<file path="config.mk">
export PLATFORM = sky130hd
export DESIGN_NAME = multi_player_buzzer_flat
export DESIGN_NICKNAME = d
export VERILOG_FILES = /design/src/rtl/multi_player_buzzer_if.sv /design/src/rtl/multi_player_buzzer.sv /design/src/flat_wrapper.sv
export SDC_FILE = /design/constraint.sdc
export NUM_CORES = 1
export LEC_CHECK = 0
export ABC_CLOCK_PERIOD_IN_PS = 2700
export CAP_MARGIN = 30
export CORE_AREA = 2 2 67 69
export DETAILED_ROUTE_END_ITERATION = 7
export DIE_AREA = 0 0 69 71
export GPL_TIMING_DRIVEN = 0
export SETUP_SLACK_MARGIN = 0.5
export SLEW_MARGIN = 20
export SYNTH_ARGS = -nofsm -noshare
export SYNTH_HDL_FRONTEND = slang
export SYNTH_SLANG_ARGS = --single-unit
</file>
<file path="constraint.sdc">
create_clock -name clk -period 2.7 [get_ports clk]
set_input_delay 0.54 -clock clk [delete_from_list [all_inputs] [get_ports clk]]
set_output_delay 0.54 -clock clk [all_outputs]
set_load 0.005 [all_outputs]
</file>
<file path="src/rtl/multi_player_buzzer_if.sv">
// Host/player/display bundle for the quiz buzzer: host and buttons drive the
// master side, the buzzer core sits on the slave side.
interface multi_player_buzzer_if #(
  parameter int N_PLAYERS = 4,
  parameter int IDX_W     = 2
) ();
  logic                 arm;
  logic                 clear;
  logic [N_PLAYERS-1:0] buzz;
  logic [N_PLAYERS-1:0] winner;
  logic [IDX_W-1:0]     winner_idx;
  logic                 win_valid;
  logic                 armed;
  logic                 timeout;
  logic [N_PLAYERS-1:0] penalty;

  modport master (
    output arm, clear, buzz,
    input  winner, winner_idx, win_valid, armed, timeout, penalty
  );

  modport slave (
    input  arm, clear, buzz,
    output winner, winner_idx, win_valid, armed, timeout, penalty
  );
endinterface

</file>
<file path="src/rtl/multi_player_buzzer.sv">
// N-player quiz buzzer: first rising press wins (lowest index on ties), 1-cycle press-to-winner latency, no backpressure.
// Define BUZZER_SYNC_EN to add a 2-flop synchroniser on buzz (+2 cycles latency).
module multi_player_buzzer #(
  parameter int N_PLAYERS      = 4,
  parameter int IDX_W          = 2,
  parameter int TIMEOUT_CYCLES = 1000
) (
  input logic                  clk,
  input logic                  rst,
  multi_player_buzzer_if.slave bus
);
  localparam int CNT_W = $clog2(TIMEOUT_CYCLES) + 1;
  localparam logic [CNT_W-1:0] CNT_LAST = CNT_W'(TIMEOUT_CYCLES - 1);
  localparam logic [CNT_W-1:0] CNT_MAX  = '1;

  typedef enum logic [1:0] {
    IDLE    = 2'd0,
    ARMED   = 2'd1,
    LOCKED  = 2'd2,
    TIMEOUT = 2'd3
  } state_t;

  state_t               state;
  logic [CNT_W-1:0]     cnt;
  logic [N_PLAYERS-1:0] buzz_e;
  logic [N_PLAYERS-1:0] buzz_d;
  logic [N_PLAYERS-1:0] rise;
  logic [N_PLAYERS-1:0] press;
  logic [N_PLAYERS-1:0] first_oh;
  logic [IDX_W-1:0]     first_idx;

  logic [N_PLAYERS-1:0] winner;
  logic [IDX_W-1:0]     winner_idx;
  logic                 win_valid;
  logic                 armed;
  logic                 timeout;
  logic [N_PLAYERS-1:0] penalty;

`ifdef BUZZER_SYNC_EN
  logic [N_PLAYERS-1:0] sync_q1;
  logic [N_PLAYERS-1:0] sync_q2;

  always_ff @(posedge clk) begin
    if (rst) begin
      sync_q1 <= '0;
      sync_q2 <= '0;
    end else begin
      sync_q1 <= bus.buzz;
      sync_q2 <= sync_q1;
    end
  end

  assign buzz_e = sync_q2;
`else
  assign buzz_e = bus.buzz;
`endif

  assign rise  = buzz_e & ~buzz_d;
  assign press = rise & ~penalty;

  // Two's-complement trick isolates the lowest set bit for the tie-break.
  assign first_oh = press & (~press + 1'b1);

  always_comb begin
    first_idx = '0;
    for (int i = N_PLAYERS - 1; i >= 0; i--) begin
      if (press[i]) first_idx = IDX_W'(i);
    end
  end

  always_ff @(posedge clk) begin
    if (rst) begin
      state      <= IDLE;
      cnt        <= '0;
      buzz_d     <= '0;
      winner     <= '0;
      winner_idx <= '0;
      win_valid  <= 1'b0;
      armed      <= 1'b0;
      timeout    <= 1'b0;
      penalty    <= '0;
    end else begin
      buzz_d <= buzz_e;
      // clear outranks arm, press and timeout in every state.
      if (bus.clear) begin
        state      <= IDLE;
        winner     <= '0;
        winner_idx <= '0;
        win_valid  <= 1'b0;
        armed      <= 1'b0;
        timeout    <= 1'b0;
        penalty    <= '0;
      end else begin
        unique case (state)
          IDLE: begin
            penalty <= penalty | rise;
            if (bus.arm) begin
              state <= ARMED;
              armed <= 1'b1;
              cnt   <= '0;
            end
          end
          ARMED: begin
            if (cnt != CNT_MAX) cnt <= cnt + 1'b1;
            if (|press) begin
              state      <= LOCKED;
              winner     <= first_oh;
              winner_idx <= first_idx;
              win_valid  <= 1'b1;
              armed      <= 1'b0;
            end else if (cnt == CNT_LAST) begin
              state   <= TIMEOUT;
              armed   <= 1'b0;
              timeout <= 1'b1;
            end
          end
          LOCKED:  state <= LOCKED;
          TIMEOUT: state <= TIMEOUT;
          default: state <= IDLE;
        endcase
      end
    end
  end

  assign bus.winner     = winner;
  assign bus.winner_idx = winner_idx;
  assign bus.win_valid  = win_valid;
  assign bus.armed      = armed;
  assign bus.timeout    = timeout;
  assign bus.penalty    = penalty;
endmodule

</file>
<file path="src/flat_wrapper.sv">
// flat-port wrapper written by rule: the top's interface ports become plain ports
module multi_player_buzzer_flat 
#(
  parameter int N_PLAYERS      = 4,
  parameter int IDX_W          = 2,
  parameter int TIMEOUT_CYCLES = 1000
)
  (clk, rst, bus_arm, bus_clear, bus_buzz, bus_winner, bus_winner_idx, bus_win_valid, bus_armed, bus_timeout, bus_penalty);
  multi_player_buzzer_if #(.N_PLAYERS(N_PLAYERS), .IDX_W(IDX_W)) bus_i ();
  input logic clk;
  input logic rst;
  input wire logic [$bits(bus_i.arm)-1:0] bus_arm;
  input wire logic [$bits(bus_i.clear)-1:0] bus_clear;
  input wire logic [$bits(bus_i.buzz)-1:0] bus_buzz;
  output wire logic [$bits(bus_i.winner)-1:0] bus_winner;
  output wire logic [$bits(bus_i.winner_idx)-1:0] bus_winner_idx;
  output wire logic [$bits(bus_i.win_valid)-1:0] bus_win_valid;
  output wire logic [$bits(bus_i.armed)-1:0] bus_armed;
  output wire logic [$bits(bus_i.timeout)-1:0] bus_timeout;
  output wire logic [$bits(bus_i.penalty)-1:0] bus_penalty;
  assign bus_i.arm = bus_arm;
  assign bus_i.clear = bus_clear;
  assign bus_i.buzz = bus_buzz;
  assign bus_winner = bus_i.winner;
  assign bus_winner_idx = bus_i.winner_idx;
  assign bus_win_valid = bus_i.win_valid;
  assign bus_armed = bus_i.armed;
  assign bus_timeout = bus_i.timeout;
  assign bus_penalty = bus_i.penalty;
  multi_player_buzzer #(.N_PLAYERS(N_PLAYERS), .IDX_W(IDX_W), .TIMEOUT_CYCLES(TIMEOUT_CYCLES)) u_core (.clk(clk), .rst(rst), .bus(bus_i));
endmodule
</file>
==> metrics <==
Synth Area in Simple Gates=0.297; htree depth=2; final period utilization=0.760; GR Util All Layers=0.151; Initial Util=0.340; met2 GRT Util=0.206; first-pass GRT wire length=5.91 mm; dpl cells=237; Compound-Gate Fraction of Synth Area=0.220; Critical Path RT=2.85 ns; fraction of registers with async set or reset after synthesis=0; vias in the first global route=1229; Yosys warning count=0; setup ws final=0.648 ns; post-synthesis mux area share=0; die height=71 microns; DRT Wirelength=3.43 mm; Final Hold Vio Count=0; Critical Path Source=bus_buzz[0]; initial antenna violation count=0; setup TNS=0 ns; CP max FO=7; Least-Margin Pin Slew=0.637 ns; post-layout min period=2.05 ns; Hold Crit Depth=2; DRT Pass-1 Iters=4; clock sink count=30; RSZ-0062 raised after global routing=false; min-delay src=u_core.bus.winner_idx[1]; Overall Power=1.12 mW; Most used DFF post-synth=dfxtp_1; vias per cell=5.35; Slew HR=0.575; count of buffers from port buffering=19; Die X=69 microns; Worst-Skew Late Latency=0.28 ns; post-cts repair resize count=0; XOR/XNOR Fraction of Synth Area=0; final setup fails=0; CTS tree=built; count leader, synth=dfxtp_1; GRT overflow=0; maximum clock path buffer count=2; first-iteration detailed-routing DRC count=35; # rows=24; Final Wtd Congestion=0.825; antenna diode instance count=0; final core occ=0.437; most used routing layer=met1; Post-Layout Cell Count=245; Num CTS Buffers=5; largest net degree at the start of global routing=11; largest family of logic cells by synthesized area=simple AND/OR/NAND/NOR gates; Final Cell Area=1840 sq um; Reg2Reg Depth=6; startpoint types=input port; Placed Area=1680 sq um; Place WS=0.325 ns; num ports=21; Arr. time, crit path=2.21 ns; synthesized net count=175; WL per Instance=14.0 microns; CTS root buf=clkbuf_8; maximum clock rate=487 MHz; number of flops mapped to enable cells by yosys=0; Worst-path clk slew=0.07 ns; Post-CTS Setup Bufs=0; die footprint=4900 sq um; layout cell share with drive strength beyond 1=0.130; Layout fillers=456; Clock Skew=0.00362 ns; HPWL after DPL=2.40 mm; drt drc=0; leak pwr=0.626 nW; Syn-to-layout area delta=28.6%; Global Route met1 Usage=0.219; synthesized area per cell=8.60 sq um; Seq/Total Area, Yosys=0.421; Cell variety after synth=46; Post-DRT Antenna Nets=0; Hold Buf Count CTS=0; Crit Path Class=in -> reg; post-synth top area share=0.421; post-synth top area cell=dfxtp_1; power density cells=609 nW/um^2; CP endpoint kind=flop; vias after detailed routing=1310; Worst Hold Class=reg -> reg; Yosys reg bits=30; met3 Resource Use GR=0.0427; dominant cells by area after synthesis=dfxtp_1 (42%), o21ai_0 (4.2%), nor2_1 (3.9%); Min Hold Slack=0.449 ns; reg-to-reg startpoint=u_core.cnt[0]; fin nets=201; core area=4200 sq um; status=finished, final reports clean; synth cell count leaders=dfxtp_1 (30), nor2_1 (15), o21ai_0 (12); Max-cap violations=0; Synth Area in Adders=0.00876; Final Max Tran Viols=0; synthesized area=1430 sq um; VDD IR max=0.415 mV; post-synthesis instance total=166
==> flip-flops by register name, summed over array words and instances, names as in the netlist <==
register and flops:
u_core.buzz_d 4, u_core.bus.armed 1, u_core.bus.winner 4, u_core.state 2, u_core.bus.win_valid 1, u_core.bus.winner_idx 2
u_core.cnt 11, u_core.bus.timeout 1, u_core.bus.penalty 4
==> metal layers <==
| layer | wire length (microns) | vias to the layer above |
|---|---|---|
| met5 | 0 | - |
| met4 | 67 | 0 |
| met3 | 120 | 5 |
| met2 | 1510 | 27 |
| met1 | 1730 | 611 |
| li1 | - | 667 |
==> final timing paths <==
kind                              endpoint  slack (ns)
setup / recovery          u_core.bus.armed        0.65
setup reg to reg             u_core.cnt[3]        0.86
hold / removal    u_core.bus.winner_idx[1]        0.45
hold reg to reg   u_core.bus.winner_idx[1]        0.45
==> power breakdown <==
| part | internal, mW | total [mW] | switching [mW] |
|---|---|---|---|
| Sequential | 0.453 | 0.460 | 0.00740 |
| Clock | 0.394 | 0.569 | 0.176 |
| Combinational | 0.0393 | 0.0887 | 0.0494 |
| Total | 0.886 | 1.12 | 0.233 |
==> critical path: stages <==
cell	delay, ns
clkdlybuf4s50_1	0.44
nor3b_2	0.21
nor4_2	0.57
a21oi_1	0.13
a2111oi_0	0.32
==> layout by cell type (no fill, tap or decap), types with 2 or more instances in the layout <==
cell	n
and3_2	2
a311oi_1	2
nand3_1	4
a21oi_1	10
o21a_1	2
bufinv_16	2
nor3_1	7
clkdlybuf4s50_1	19
o21ai_0	12
nor2b_1	7
or4_1	2
nor3b_1	2
o311ai_0	2
nand3b_1	3
a31oi_1	8
o21ai_1	3
nand2_1	4
clkbuf_8	6
o41ai_1	2
clkbuf_1	7
dfxtp_1	30
nand4_1	3
nor4_1	2
and3_1	2
inv_1	9
nor2_1	15
nor3b_2	3
nand2b_1	2
==> final cells by class <==
class | count | area (sq um) | share of cell area
tap | 52 | 65.1 | 0.0354
inverter | 9 | 33.8 | 0.0184
sequential | 30 | 601 | 0.327
clock buffer | 6 | 82.6 | 0.0450
multi-input combinational | 118 | 761 | 0.414
timing repair buffer | 19 | 190 | 0.104
clock inverter | 2 | 60.1 | 0.0327
buffer | 9 | 42.5 | 0.0232
==> logic make-up (layout without fill, tap and decap cells) <==
| logic type | count (synthesis) | count (layout) |
|---|---|---|
| fa+ha+maj | 1 | 1 |
| compound gates | 49 | 49 |
| flops | 30 | 30 |
| buf+inv | 18 | 45 |
| simple gates | 68 | 68 |
Power figures use the tool's default switching activity.
